[src/rtl/key_ctrl_pkg.sv]
// Shared definitions for the key event path: default sizing and the key-ID type.
package key_ctrl_pkg;
  localparam int NUM_KEYS_DEFAULT   = 4;
  localparam int FIFO_DEPTH_DEFAULT = 4;
  localparam int KEY_ID_W           = $clog2(NUM_KEYS_DEFAULT);

  typedef logic [KEY_ID_W-1:0] key_id_t;
endpackage

[src/rtl/key_event_fifo.sv]
// Small synchronous FIFO of key IDs with first-word-fall-through head and occupancy count.
module key_event_fifo
  import key_ctrl_pkg::*;
#(
  parameter  int DEPTH = FIFO_DEPTH_DEFAULT,
  parameter  int ID_W  = $bits(key_id_t),
  localparam int PTR_W = $clog2(DEPTH),
  localparam int CNT_W = PTR_W + 1
) (
  input  logic             CLOCK_50,
  input  logic             reset_n,
  input  logic             push,
  input  logic [ID_W-1:0]  push_id,
  input  logic             pop,
  output logic [ID_W-1:0]  head_id,
  output logic [CNT_W-1:0] count
);

  logic [ID_W-1:0]  mem_q [DEPTH];
  logic [ID_W-1:0]  mem_d [DEPTH];
  logic [PTR_W-1:0] wr_ptr_q, wr_ptr_d;
  logic [PTR_W-1:0] rd_ptr_q, rd_ptr_d;
  logic [CNT_W-1:0] cnt_q, cnt_d;
  logic             push_ok, pop_ok;

  // Full/empty come from the count; pointers simply wrap at the power-of-two depth.
  assign pop_ok  = pop && (cnt_q != '0);
  assign push_ok = push && (cnt_q != CNT_W'(DEPTH));

  always_comb begin
    mem_d    = mem_q;
    wr_ptr_d = wr_ptr_q;
    rd_ptr_d = rd_ptr_q;
    cnt_d    = cnt_q;
    if (push_ok) begin
      mem_d[wr_ptr_q] = push_id;
      wr_ptr_d        = wr_ptr_q + PTR_W'(1);
    end
    if (pop_ok) begin
      rd_ptr_d = rd_ptr_q + PTR_W'(1);
    end
    case ({push_ok, pop_ok})
      2'b10:   cnt_d = cnt_q + CNT_W'(1);
      2'b01:   cnt_d = cnt_q - CNT_W'(1);
      default: cnt_d = cnt_q;
    endcase
  end

  always_ff @(posedge CLOCK_50 or negedge reset_n) begin
    if (!reset_n) begin
      mem_q    <= '{default: '0};
      wr_ptr_q <= '0;
      rd_ptr_q <= '0;
      cnt_q    <= '0;
    end else begin
      mem_q    <= mem_d;
      wr_ptr_q <= wr_ptr_d;
      rd_ptr_q <= rd_ptr_d;
      cnt_q    <= cnt_d;
    end
  end

  assign head_id = mem_q[rd_ptr_q];
  assign count   = cnt_q;

endmodule

[src/rtl/key_event_scheduler.sv]
// Captures per-key pulses, grants one pending key per cycle round-robin into an
// event FIFO, and flags pulses that merge into an already-pending key as lost.
module key_event_scheduler
  import key_ctrl_pkg::*;
#(
  parameter  int NUM_KEYS   = NUM_KEYS_DEFAULT,
  parameter  int FIFO_DEPTH = FIFO_DEPTH_DEFAULT,
  localparam int KEY_W      = $clog2(NUM_KEYS),
  localparam int CNT_W      = $clog2(FIFO_DEPTH) + 1
) (
  input  logic                CLOCK_50,
  input  logic                reset_n,
  input  logic [NUM_KEYS-1:0] key_pulse,
  output logic                ev_valid,
  output logic [KEY_W-1:0]    ev_key,
  input  logic                ev_ready,
  output logic [NUM_KEYS-1:0] pending,
  output logic [CNT_W-1:0]    fifo_count,
  output logic                overflow,
  input  logic                overflow_clr
);

  logic [NUM_KEYS-1:0] pending_q, pending_d;
  logic [KEY_W-1:0]    rr_ptr_q, rr_ptr_d;
  logic                overflow_q, overflow_d;

  logic                grant;
  logic [KEY_W-1:0]    grant_id;
  logic [NUM_KEYS-1:0] grant_oh;
  logic                space;
  logic                lost;
  logic                pop;
  int                  idx;
  logic [KEY_W-1:0]    idx_w;

  // Grant is decided on the registered count, so a same-cycle pop never frees a slot early.
  assign space = (fifo_count < CNT_W'(FIFO_DEPTH));

  always_comb begin
    grant    = 1'b0;
    grant_id = '0;
    grant_oh = '0;
    idx      = 0;
    idx_w    = '0;
    for (int off = 0; off < NUM_KEYS; off++) begin
      idx = int'(rr_ptr_q) + off;
      if (idx >= NUM_KEYS) idx = idx - NUM_KEYS;
      idx_w = KEY_W'(idx);
      if (space && !grant && pending_q[idx_w]) begin
        grant           = 1'b1;
        grant_id        = idx_w;
        grant_oh[idx_w] = 1'b1;
      end
    end
  end

  always_comb begin
    // A pulse on the key being granted re-arms it rather than being lost.
    pending_d  = (pending_q & ~grant_oh) | key_pulse;
    lost       = |(key_pulse & pending_q & ~grant_oh);
    overflow_d = overflow_q;
    if (lost) begin
      overflow_d = 1'b1;
    end else if (overflow_clr) begin
      overflow_d = 1'b0;
    end
    rr_ptr_d = rr_ptr_q;
    if (grant) begin
      rr_ptr_d = (grant_id == KEY_W'(NUM_KEYS - 1)) ? '0 : grant_id + KEY_W'(1);
    end
  end

  always_ff @(posedge CLOCK_50 or negedge reset_n) begin
    if (!reset_n) begin
      pending_q  <= '0;
      rr_ptr_q   <= '0;
      overflow_q <= 1'b0;
    end else begin
      pending_q  <= pending_d;
      rr_ptr_q   <= rr_ptr_d;
      overflow_q <= overflow_d;
    end
  end

  assign pop = ev_valid && ev_ready;

  key_event_fifo #(
    .DEPTH (FIFO_DEPTH),
    .ID_W  (KEY_W)
  ) u_fifo (
    .CLOCK_50 (CLOCK_50),
    .reset_n  (reset_n),
    .push     (grant),
    .push_id  (grant_id),
    .pop      (pop),
    .head_id  (ev_key),
    .count    (fifo_count)
  );

  assign ev_valid = (fifo_count != '0);
  assign pending  = pending_q;
  assign overflow = overflow_q;

endmodule

[config.mk]
export PLATFORM = sky130hd
export DESIGN_NAME = key_event_scheduler
export DESIGN_NICKNAME = d
export VERILOG_FILES = /design/src/rtl/key_ctrl_pkg.sv /design/src/rtl/key_event_fifo.sv /design/src/rtl/key_event_scheduler.sv
export SDC_FILE = /design/constraint.sdc
export NUM_CORES = 1
export LEC_CHECK = 0
export ABC_AREA = 1
export CORE_ASPECT_RATIO = 0.7
export CORE_MARGIN = 8
export CORE_UTILIZATION = 30
export DETAILED_ROUTE_END_ITERATION = 8
export SYNTH_ARGS = -nofsm -noshare
export SYNTH_HDL_FRONTEND = slang
export SYNTH_SLANG_ARGS = --single-unit
export TNS_END_PERCENT = 10
[constraint.sdc]
create_clock -name CLOCK_50 -period 4 [get_ports CLOCK_50]
set_clock_uncertainty 0.05 [all_clocks]
set_input_delay 0.8 -clock CLOCK_50 [delete_from_list [all_inputs] [get_ports CLOCK_50]]
set_output_delay 0.8 -clock CLOCK_50 [all_outputs]
set_load 0.05 [all_outputs]
==> flow_metrics.tcl, run 1 <==
set metrics [dict create \
    status "finished clean" \
    slew_headroom_pct 31.74 \
    post-place-ws_ns 0.7837 \
    async_reset_ff_share_pct 100.0 \
    portBuffers 18 \
    syn_to_final_growth_pct 20.06 \
    cp_slowest_cell "dfrtp_1" \
    rows 22 \
    drive_gt1_share_pct 17.35 \
    dpl.hpwl_mm 2.895 \
    first_global_vias 1331 \
    viasPerCell 4.636 \
    gp_congestion 0.8589 \
    worst-slew-pin-transition_ns 1.021 \
    ctsResizeCount 0 \
    first_iter_violations 71 \
    start_util_pct 31.32 \
    grt_pass1_wl_mm 6.589 \
    clkLatencyLatePin_ns 0.27 \
    path_max_fanout 14 \
    wl_mm 3.704 \
    synth_area_per_cell_sq_um 8.316 \
    maxCapViolCount 0 \
    wire_per_inst_um 12.73 \
    synth_area_sq_um 1647 \
    drt_pre_antenna_iters 5 \
    netlist_instances 198 \
    cts_root_buffer "clkbuf_8" \
    fin_nets 241 \
    cp.arrival_ns 3.36 \
    overflow 0 \
    track_usage_pct 9.776 \
    synth_fp_nets 219 \
    vias 1349 \
    final_util_pct 37.60 \
    io_pins 19 \
    yosysWarnings 0 \
    hold_viol_final 0 \
    drtAntennaViolNets 0 \
    start_kind "register" \
    synth.most_common_cell "nand2_1" \
    synth.area.top_cells "dfrtp_1, nand2_1, ha_1" \
    crit_path_cell_trace "inv_6 -> ha_1 -> inv_1 -> nand3_2 -> inv_1 -> nor2_4 -> nand2_1 -> nand2_2 -> nor2_4 -> nand2_8 -> inv_2 -> ha_1 -> inv_1 -> fa_1 -> a21oi_1 -> o21ai_0 -> xor2_1" \
    hold_buffers 0 \
    cts_buffers 3 \
    clock_path_buffers 2 \
    seqCellArea_sq_um 550.5 \
    path_class "reg2reg" \
    post-route-min-period_ns 3.270 \
    synth.top_cells.by_count "nand2_1, dfrtp_1, inv_1" \
    synth_top_area_cell "dfrtp_1" \
    synth_cell_types 30 \
    die_w_um 104.6 \
    clk_pin_slew_ns 0.09 \
    cts_tree "done" \
    multi_input_area_sq_um 992.2 \
    crit_top_cell "inv_1" \
    drc 0 \
    post_cts_buffers 0 \
    min_period_over_period_pct 81.74 \
    fin_tns_setup_ns 0 \
    crit_required_ns 4.09 \
    htreeDepth 1 \
    core-area_sq_um 5258 \
    max_stage_delay_ns 0.69 \
    path_buf_inv 5 \
    die_area_sq_um 8153 \
    rsz0062_at_grt "no" \
    grt_max_degree 23 \
    n_fill_cell 541 \
    finalSetupViolations 0 \
    chipHeight_um 77.99 \
    antenna_found_initial 0 \
    synth_seq_cells 22 \
    worstHoldPathType "reg2reg" \
    max_freq_mhz 305.9 \
    critPathTopFamily "adder cells" \
    antenna_cells 0 \
    synthFlopType "dfrtp_1" \
    synth_top_area_share_pct 33.43 \
    setup_ws_ns 0.7304 \
    cts_sinks 22 \
    drv_slew 0 \
    synth_edf_count 0 \
    critical_path.endpoint_type "register" \
    yosysSeqAreaShare_pct 33.43 \
]
[cells in the final DEF (no fill, tap or decap)]
cell type and instances:
inv_6 1, fa_1 1, nand2_4 7, nand3_2 5
nor3_1 4, dfrtp_1 22, bufinv_16 1, inv_1 19
clkinv_2 1, nand2_8 1, a21oi_1 3, nor2_4 4
nand3_1 13, clkdlybuf4s50_1 18, nand4_4 1, o21ai_1 9
nand2_1 50, xnor2_1 1, a31o_2 4, o21ai_0 7
xor2_1 4, o21ai_2 1, nand2_2 5, nand3_4 1
and2_1 1, o22ai_1 2, nor2_8 1, nand3b_1 2
nor2_1 13, clkbuf_8 3, ha_1 12, inv_2 2
[state kept, by name (all words and copies together) (netlist names), named ones only]
| name | count |
|---|---|
| pending | 4 |
| u_fifo.mem_q | 8 |
| rr_ptr_q | 1 |
| u_fifo.rd_ptr_q | 2 |
| overflow | 1 |
| u_fifo.count | 3 |
| u_fifo.wr_ptr_q | 2 |
[stage by stage]
| stage | cell area, sq um | hold slack, ns | instances |
|---|---|---|---|
| floorplan | 1647 | 0.4035 | 198 |
| global placement | 1906 | 0.4254 | 287 |
| detailed placement | 1906 | 0.4282 | 287 |
| CTS | 1977 | 0.4504 | 291 |
| global route | 1977 | 0.4758 | 291 |
| finish | 1977 | 0.4428 | 291 |
[cell families after synthesis]
family,count (synthesis),share of synthesized area (%)
AO/OA/AOI/OAI,26,9.194
adder cells (fa/ha/maj),13,10.33
buffers and inverters,24,6.307
XOR/XNOR,5,2.659
AND/OR/NAND/NOR,108,38.07
flip-flops,22,33.43
[layout make-up]
| cell class | instances | share of cell area (%) |
|---|---|---|
| Multi-Input combinational cell | 152 | 50.19 |
| Inverter | 23 | 4.684 |
| Clock inverter | 1 | 1.519 |
| Sequential cell | 22 | 27.85 |
| Timing Repair Buffer | 18 | 9.114 |
| Clock buffer | 3 | 2.089 |
| Tap cell | 72 | 4.557 |
[worst paths after layout]
path,from,to,slack (ns),depth (start not counted)
setup / recovery,register,u_fifo.count[2]$_DFFE_PN0P_,0.73,17
hold / removal,u_fifo.mem_q[4]$_DFFE_PN0P_,u_fifo.mem_q[4]$_DFFE_PN0P_,0.44,2
setup reg to reg,register,u_fifo.count[2]$_DFFE_PN0P_,0.73,17
hold reg to reg,u_fifo.mem_q[4]$_DFFE_PN0P_,u_fifo.mem_q[4]$_DFFE_PN0P_,0.44,2
max in group asynchronous,reset_n,u_fifo.count[2]$_DFFE_PN0P_,2.24,1
min in group asynchronous,reset_n,pending[3]$_DFF_PN0_,1.03,1
[per-layer routing]
metal	part of all wire (%)	vias to the layer above	global-route usage (%)
met5	0	-	0
met4	1.0	0	2.590
met1	53	625	14.20
li1	-	682	-
met2	42	40	14.15
met3	4.8	2	2.063
[worst register-to-register path, stage by stage (launching register included)]
cell,delay (ns)
dfrtp_1,0.69
inv_6,0.10
ha_1,0.36
inv_1,0.16
nand3_2,0.11
inv_1,0.10
nor2_4,0.06
nand2_1,0.09
nand2_2,0.07
nor2_4,0.18
nand2_8,0.11
inv_2,0.08
ha_1,0.13
inv_1,0.06
fa_1,0.37
a21oi_1,0.14
o21ai_0,0.12
xor2_1,0.16
Power of run 1 is not shown: default switching activity piles up to over one toggle a cycle in this logic, so the estimate is an artifact.
==> run 2: changes to the inputs <==
==> constraint.sdc (replaced) <==
create_clock -name CLOCK_50 -period 2.6 [get_ports CLOCK_50]
set_clock_uncertainty 0.05 [all_clocks]
set_input_delay 0.52 -clock CLOCK_50 [delete_from_list [all_inputs] [get_ports CLOCK_50]]
set_output_delay 0.52 -clock CLOCK_50 [all_outputs]
set_load 0.05 [all_outputs]
==> run 2 against run 1 <==
Against the previous run: design area rose by 8.7%; flip-flop and latch count did not move; global-route usage decreased by 0.57 points; utilization rose by 3.3 points; wire length decreased by 1.6%; via count is 0.44% higher; critical path depth unchanged; largest cell class unchanged; register-to-register slack got worse by 0.64 ns; maximum frequency rose by 31%; sequential share of layout area down 2.1 points; final cell count is 4.1% higher; die area stayed put.
==> flow_metrics.tcl, run 2 (synthesized netlist as in run 1, its figures left out) <==
set metrics [dict create \
    die_area_sq_um 8153 \
    hold_viol_final 0 \
    cts_tree "done" \
    drive_gt1_share_pct 27.71 \
    clkLatencyLatePin_ns 0.26 \
    htreeDepth 1 \
    gp_congestion 0.8586 \
    max_freq_mhz 399.2 \
    layout_commonest_cell "nand2_1" \
    syn_to_final_growth_pct 30.55 \
    path_class "reg2reg" \
    first_iter_violations 90 \
    setup_ws_ns 0.09495 \
    wire_per_inst_um 12.03 \
    final_util_pct 40.89 \
    clk_pin_slew_ns 0.08 \
    cp.arrival_ns 2.60 \
    cts_buffers 3 \
    antenna_found_initial 0 \
    rr_worst_depth 17 \
    worstHoldPathType "reg2reg" \
    seqCellArea_sq_um 553.0 \
    grt_max_degree 23 \
    hold_path_end "u_fifo.count[0]$_DFFE_PN0P_" \
    path_depth 17 \
    dpl_cell_area_sq_um 2032 \
    reg2reg_to "u_fifo.count[2]$_DFFE_PN0P_" \
    largest-register "u_fifo.mem_q" \
    critPathTopFamily "adder cells" \
    rsz0062_at_grt "yes" \
    vias 1355 \
    status "finished clean" \
    die_w_um 104.6 \
    crit_required_ns 2.69 \
    dpl.hpwl_mm 2.768 \
    start_kind "register" \
    multi_input_area_sq_um 1089 \
    drtAntennaViolNets 0 \
    hold_path_depth 1 \
    portBuffers 18 \
    drt_pre_antenna_iters 4 \
    post-place-ws_ns 0.06442 \
    min_period_over_period_pct 96.35 \
    hold_slack_ns 0.4446 \
    io_pins 19 \
    first_global_vias 1244 \
    overflow 0 \
    design_area_sq_um 2150 \
    hold_buffers 0 \
    worst-slew-pin-transition_ns 0.5015 \
    layout_common_cells "nand2_1, dfrtp_1, clkdlybuf4s50_1, inv_1, nor2_1" \
    core-area_sq_um 5258 \
    cp_slowest_cell "dfrtp_2" \
    cts_sinks 22 \
    largest_reg_flops 8 \
    start_util_pct 31.32 \
    hp-start "u_fifo.count[0]$_DFFE_PN0P_" \
    track_usage_pct 9.210 \
    clock_path_buffers 2 \
    critical_path.endpoint_type "register" \
    path_max_fanout 4 \
    drc 0 \
    grt_pass1_wl_mm 6.182 \
    finalSetupViolations 0 \
    max_stage_delay_ns 0.46 \
    chipHeight_um 77.99 \
    fin_nets 253 \
    cts_root_buffer "clkbuf_8" \
    n_fill_cell 532 \
    crit_path_cell_trace "inv_8 -> ha_4 -> inv_4 -> nand3_4 -> inv_2 -> nor2_4 -> nand2_2 -> nand2_2 -> nor2_4 -> nand2_8 -> inv_4 -> ha_4 -> inv_2 -> fa_2 -> a21oi_2 -> o21ai_1 -> xor2_1" \
    rrSetupSlack_ns 0.09 \
    antenna_cells 0 \
    post-route-min-period_ns 2.505 \
    maxCapViolCount 0 \
    rows 22 \
    drv_slew 0 \
    wl_mm 3.644 \
    path_buf_inv 5 \
    slew_headroom_pct 66.46 \
    viasPerCell 4.472 \
]
[run 2: cell types whose count changed in the layout (fill, tap and decap cells not counted), moves of 2 or more]
cell,change
ha_4,+2
dfrtp_2,+2
nand2_2,+4
nand3_4,+4
inv_4,+2
ha_1,-2
inv_1,-4
buf_4,+10
inv_2,+2
nand2_1,-4
nand3_2,-3
dfrtp_1,-2
[run 2: worst max-delay path by stage]
stage	to	slack, ns	from
4_1_cts	u_fifo.count[2]$_DFFE_PN0P_	0.06	register
2_1_floorplan	u_fifo.count[2]$_DFFE_PN0P_	-0.007	register
6_report	u_fifo.count[2]$_DFFE_PN0P_	0.09	register
3_5_place_dp	u_fifo.count[2]$_DFFE_PN0P_	0.06	register
3_3_place_gp	u_fifo.count[2]$_DFFE_PN0P_	0.11	register
5_1_grt	u_fifo.count[2]$_DFFE_PN0P_	-0.05	register
[run 2: per-layer routing]
metal,GRT usage [%],vias to the layer above,share of wire [%]
met2,12.69,38,41
li1,-,709,-
met1,13.54,604,52
met5,0,-,0
met4,3.022,0,1.2
met3,2.145,4,5.6
[run 2: layout make-up]
class / instances / area share [%]
multi-input combinational: 153 / 50.64
inverter: 23 / 4.657
clock buffer: 4 / 2.095
timing repair buffer: 29 / 12.69
sequential: 22 / 25.73
tap: 72 / 4.191
[run 2: what timing repair did]
item / CTS / global route
setup endpoints to repair: 0 / 3
gates resized for setup: 0 / 10
buffers inserted: 0 / 3
[run 2: metrics by stage]
step | TNS, ns | instances
after floorplan | -0.006675 | 198
after global placement | 0 | 295
after detailed placement | 0 | 295
after CTS | 0 | 299
after global routing | -0.04544 | 303
final | 0 | 303
Power of run 2 is left out for the same reason.
